$ cat src/rtl/reg_file_pkg.sv
// Shared CPU datapath constants and the register-index type used by
// the decode, operand-mux and writeback stages.
package reg_file_pkg;

  localparam int DWIDTH = 16;
  localparam int AWIDTH = 3;
  localparam int NREG   = 2 ** AWIDTH;

  typedef logic [AWIDTH-1:0] reg_idx_t;
  typedef logic [DWIDTH-1:0] reg_data_t;

endpackage : reg_file_pkg

$ cat src/rtl/reg_bypass_rd.sv
// Combinational read port with write-first bypass: a write in flight to
// the same index wins over the array contents.
module reg_bypass_rd
  import reg_file_pkg::*;
(
  input  reg_data_t regs_i [NREG],
  input  reg_idx_t  addr_i,
  input  logic      wr_en_i,
  input  reg_idx_t  wr_addr_i,
  input  reg_data_t wr_data_i,
  output reg_data_t data_o
);

  always_comb begin
    data_o = regs_i[addr_i];
    if (wr_en_i && (wr_addr_i == addr_i)) begin
      data_o = wr_data_i;
    end
  end

endmodule : reg_bypass_rd

$ cat src/rtl/reg_file.sv
// Decode-stage register file: 8x16 array, one writeback port, two bypassed
// read ports whose results are registered alongside the forwarded fields.
module reg_file
  import reg_file_pkg::*;
(
  input  logic              clk,
  input  logic              rst_n,
  input  logic              en_in,
  input  logic [AWIDTH-1:0] rd_addr,
  input  logic [AWIDTH-1:0] rs_addr,
  input  logic [7:0]        offset_in,
  input  logic              sel_in,
  input  logic              wr_en,
  input  logic [AWIDTH-1:0] wr_addr,
  input  logic [DWIDTH-1:0] wr_data,
  output logic [DWIDTH-1:0] rd_q,
  output logic [DWIDTH-1:0] rs_q,
  output logic [7:0]        offset,
  output logic              alu_in_sel,
  output logic              en_out
);

  reg_data_t regs_q [NREG];
  reg_data_t rd_d;
  reg_data_t rs_d;

  // Array write: index 0 is an ordinary register, nothing is hardwired.
  always_ff @(posedge clk or negedge rst_n) begin
    if (!rst_n) begin
      for (int i = 0; i < NREG; i++) begin
        regs_q[i] <= '0;
      end
    end else if (wr_en) begin
      regs_q[wr_addr] <= wr_data;
    end
  end

  reg_bypass_rd u_rd_port (
    .regs_i    (regs_q),
    .addr_i    (rd_addr),
    .wr_en_i   (wr_en),
    .wr_addr_i (wr_addr),
    .wr_data_i (wr_data),
    .data_o    (rd_d)
  );

  reg_bypass_rd u_rs_port (
    .regs_i    (regs_q),
    .addr_i    (rs_addr),
    .wr_en_i   (wr_en),
    .wr_addr_i (wr_addr),
    .wr_data_i (wr_data),
    .data_o    (rs_d)
  );

  // Operands and forwarded fields load together so they stay cycle-aligned;
  // they hold while the stage is idle, only en_out drops.
  always_ff @(posedge clk or negedge rst_n) begin
    if (!rst_n) begin
      rd_q       <= '0;
      rs_q       <= '0;
      offset     <= '0;
      alu_in_sel <= 1'b0;
      en_out     <= 1'b0;
    end else begin
      en_out <= en_in;
      if (en_in) begin
        rd_q       <= rd_d;
        rs_q       <= rs_d;
        offset     <= offset_in;
        alu_in_sel <= sel_in;
      end
    end
  end

endmodule : reg_file

$ cat config.mk
export PLATFORM = sky130hd
export DESIGN_NAME = reg_file
export DESIGN_NICKNAME = d
export VERILOG_FILES = /design/src/rtl/reg_file_pkg.sv /design/src/rtl/reg_bypass_rd.sv /design/src/rtl/reg_file.sv
export SDC_FILE = /design/constraint.sdc
export NUM_CORES = 1
export LEC_CHECK = 0
export BUFFER_PORTS_ARGS = -buffer_cell sky130_fd_sc_hd__buf_4
export CAP_MARGIN = 20
export CORE_ASPECT_RATIO = 0.5
export CORE_MARGIN = 3
export CORE_UTILIZATION = 55
export CTS_CLUSTER_DIAMETER = 150
export DETAILED_ROUTE_END_ITERATION = 6
export PLACE_DENSITY = 0.82
export REMOVE_ABC_BUFFERS = 1
export SYNTH_ARGS = -nofsm -noshare
export SYNTH_HDL_FRONTEND = slang
export SYNTH_SLANG_ARGS = --single-unit
$ cat constraint.sdc
create_clock -name clk -period 1.85 [get_ports clk]
set_input_delay 0.0925 -clock clk [delete_from_list [all_inputs] [get_ports clk]]
set_output_delay 0.0925 -clock clk [all_outputs]
set_load 0.05 [all_outputs]
==> run_results.csv <==
group,metric,value,unit
clock_tree,ctsHoldBuffers,26,
routing,viasPerCell,6.48,
sta,finalHoldViolCount,0,
sta,slew_viol_final,0,
global_route,grt_max_degree,54,
sta,tns,0,ns
logic_synthesis,synth_flop_cell,"dfrtp_1",
clock_tree,clock-sinks,170,
die,fp-row-count,31,
die,core_area,0.0148,mm^2
sta,setup_slack,0.475,ns
min_path,holdPathStages,3,
setup_path,cp.required,2.12,ns
final_layout,register_area,0.00425,mm^2
routing,drtIter0Drc,533,
logic_synthesis,synth_top_area_cell,"dfrtp_1",
global_route,antenna_found_initial,0,
logic_synthesis,postSynth.asyncResetShare,100,%
place,place.gp.congestion,0.801,
die,die_w,182,um
clock_tree,tritoncts,"yes",
global_route,grt_pass1_vias,6175,
power_and_ir_drop,vdd_drop_max,754,uV
clock_tree,clk_pin_slew,0.07,ns
global_route,grt_overflow_total,0,
logic_synthesis,synth_edf_count,0,
clock_tree,clk_root_buffer_cell,"clkbuf_16",
place,dp_slack,0.293,ns
die,dieArea,0.0171,mm^2
power_and_ir_drop,p_total,11.9,mW
die,die_h,94.0,um
logic_synthesis,yosys-top-cells-area,"dfrtp_1 (50%), mux2_2 (18%), mux4_2 (17%)",
sta,skew,0.00989,ns
clock_tree,cts_setup_buffers,0,
logic_synthesis,ys_top_cells_by_count,"dfrtp_1 (170), mux2_2 (133), mux4_2 (64)",
power_and_ir_drop,power_density,1160,mW/mm^2
final_layout,multi_input_area,0.00402,mm^2
sta,worst_pin_slew,0.527,ns
setup_path,slowest_stage,"mux4_2",
setup_path,cp_max_fo,3,
setup_path,cp-start-kind,"register",
sta,fin_crit,1.37,ns
logic_synthesis,synth-seq-area-share,50.0,%
logic_synthesis,synth_most_common_cell,"dfrtp_1",
routing,num_vias,5700,
logic_synthesis,synth_seq_cells,170,
setup_path,arrival,1.65,ns
place,place_inst,821,
power_and_ir_drop,p_leak,4.41,nW
status,outcome,"complete, no violations",
die,io-pin-count,80,
logic_synthesis,synth_top_area_share,50.0,%
logic_synthesis,syn_area,0.00851,mm^2
clock_tree,cts_buffers,17,
routing,drc_errors,0,
setup_path,crit_chain,"mux4_2 > mux2i_1 > o221ai_1",
place,port_buffers,79,
sta,rsz0062_at_grt,"no",
final_layout,antennaDiodeCount,0,
sta,fin_crit_sh,74.3,%
job,maxCapViolations,0,
routing,routed_wirelength,21.7,mm
sta,fmax,727,MHz
logic_synthesis,synth_warnings,0,
setup_path,cp_top_family,"multiplexers",
logic_synthesis,synth_cell_type_count,26,
die,start_util,57.6,%
setup_path,reg2reg_depth,3,
logic_synthesis,syn_area_per_cell,15.3,um^2
final_layout,area_delta_synth_final,21.1,%
clock_tree,cts_resized,0,
setup_path,worst-path-buf-inv,0,
final_layout,nets,706,
global_route,track_usage,26.8,%
setup_path,cp-end-kind,"register",
sta,setup_violations,0,
setup_path,worst-path-stages,3,
final_layout,fillers,955,
routing,ant_nets,0,
clock_tree,clock_path_buffers,2,
place,dp_hpwl,13.2,mm
routing,drtPass1Iterations,5,
logic_synthesis,syn_inst,555,
final_layout,drive_gt1_share,52.0,%
min_path,hp-class,"in -> reg",
setup_path,path_class,"reg -> reg",
clock_tree,htree_levels,4,
global_route,grt_pass1_wl,34.6,mm
sta,max_slew_margin,64.8,%
routing,wl_per_cell,24.6,um
setup_path,worst_path_largest_cell_delay,0.51,ns
final_layout,final_cells,879,
clock_tree,clk_latency,0.43,ns
-- flip-flops by register name, indices dropped and copies added, names as in the netlist --
signal / flops
en_out: 1
rs_q: 16
offset: 8
rd_q: 16
regs_q: 128
alu_in_sel: 1
-- cell usage in the layout (no fill, tap or decap), drive strengths merged --
cell,n
clkbuf,18
nand2,54
mux4,64
mux2,133
nor3b,2
o21ai,4
xnor2,3
inv,9
dfrtp,170
o41ai,1
nand4b,3
xor2,3
bufinv,1
nor3,2
dlygate4sd3,26
nand2b,1
o221ai,32
nand4,2
clkinvlp,2
a41o,1
buf,111
or4,2
clkinv,5
mux2i,32
-- area by class of cell --
class                      instances  share of cell area (%)
inverter                           3                   0.109
clock buffer                      18                    4.16
timing repair buffer             137                    11.7
sequential                       170                    41.3
tap                              198                    2.40
clock inverter                    14                    1.32
multi-input combinational        339                    39.0
-- tightest hold or removal path, stage by stage --
cell and delay [ns]:
buf_4 0.17, nand2_1 0.10, o221ai_1 0.11
-- layer usage --
| metal | track usage, % | wire, um |
|---|---|---|
| met2 | 44.0 | 10700 |
| met3 | 6.77 | 1710 |
| met4 | 8.11 | 329 |
| met1 | 35.8 | 8940 |
| met5 | 0 | 0 |
-- kinds of logic (layout without fill, tap and decap cells) --
| family | count (synthesis) | in the layout | synth area share [%] |
|---|---|---|---|
| AOI/OAI and AO/OA | 38 | 38 | 4.56 |
| xor gates and xnor gates | 6 | 6 | 0.706 |
| buffers and inverters | 46 | 172 | 2.78 |
| DFF | 170 | 170 | 50.0 |
| muxes | 229 | 229 | 38.3 |
| and+or+nand+nor | 66 | 66 | 3.66 |
-- report_power, final --
| group | total, mW | switching (mW) | internal (mW) | leakage, nW |
|---|---|---|---|---|
| Sequential | 5.15 | 0.614 | 4.53 | 2.06 |
| Combinational | 3.30 | 1.66 | 1.64 | 2.08 |
| Clock | 3.47 | 1.58 | 1.89 | 0.274 |
-- path summary, 6_finish.rpt --
| kind | from | end | slack [ns] |
|---|---|---|---|
| worst max-delay path | regs_q[31]$_DFFE_PN0P_ | rs_q[15]$_DFFE_PN0P_ | 0.48 |
| worst min-delay path | en_in | rd_q[5]$_DFFE_PN0P_ | 0.10 |
| worst max register to register | regs_q[31]$_DFFE_PN0P_ | rs_q[15]$_DFFE_PN0P_ | 0.48 |
| worst min register to register | regs_q[0]$_DFFE_PN0P_ | regs_q[0]$_DFFE_PN0P_ | 0.50 |
| max in group asynchronous | rst_n | regs_q[8]$_DFFE_PN0P_ | 0.91 |
| min in group asynchronous | rst_n | regs_q[94]$_DFFE_PN0P_ | 0.18 |
-- metrics by stage --
step	hold slack (ns)	area [um^2]	util, %
after global placement	0.0763	9480	64.2
final	0.103	10300	69.7
after floorplan	-0.203	8280	-
after CTS	0.0860	10300	69.7
after detailed placement	0.0780	9480	64.2
after global routing	0.107	10300	69.7
Power figures use the tool's default switching activity.
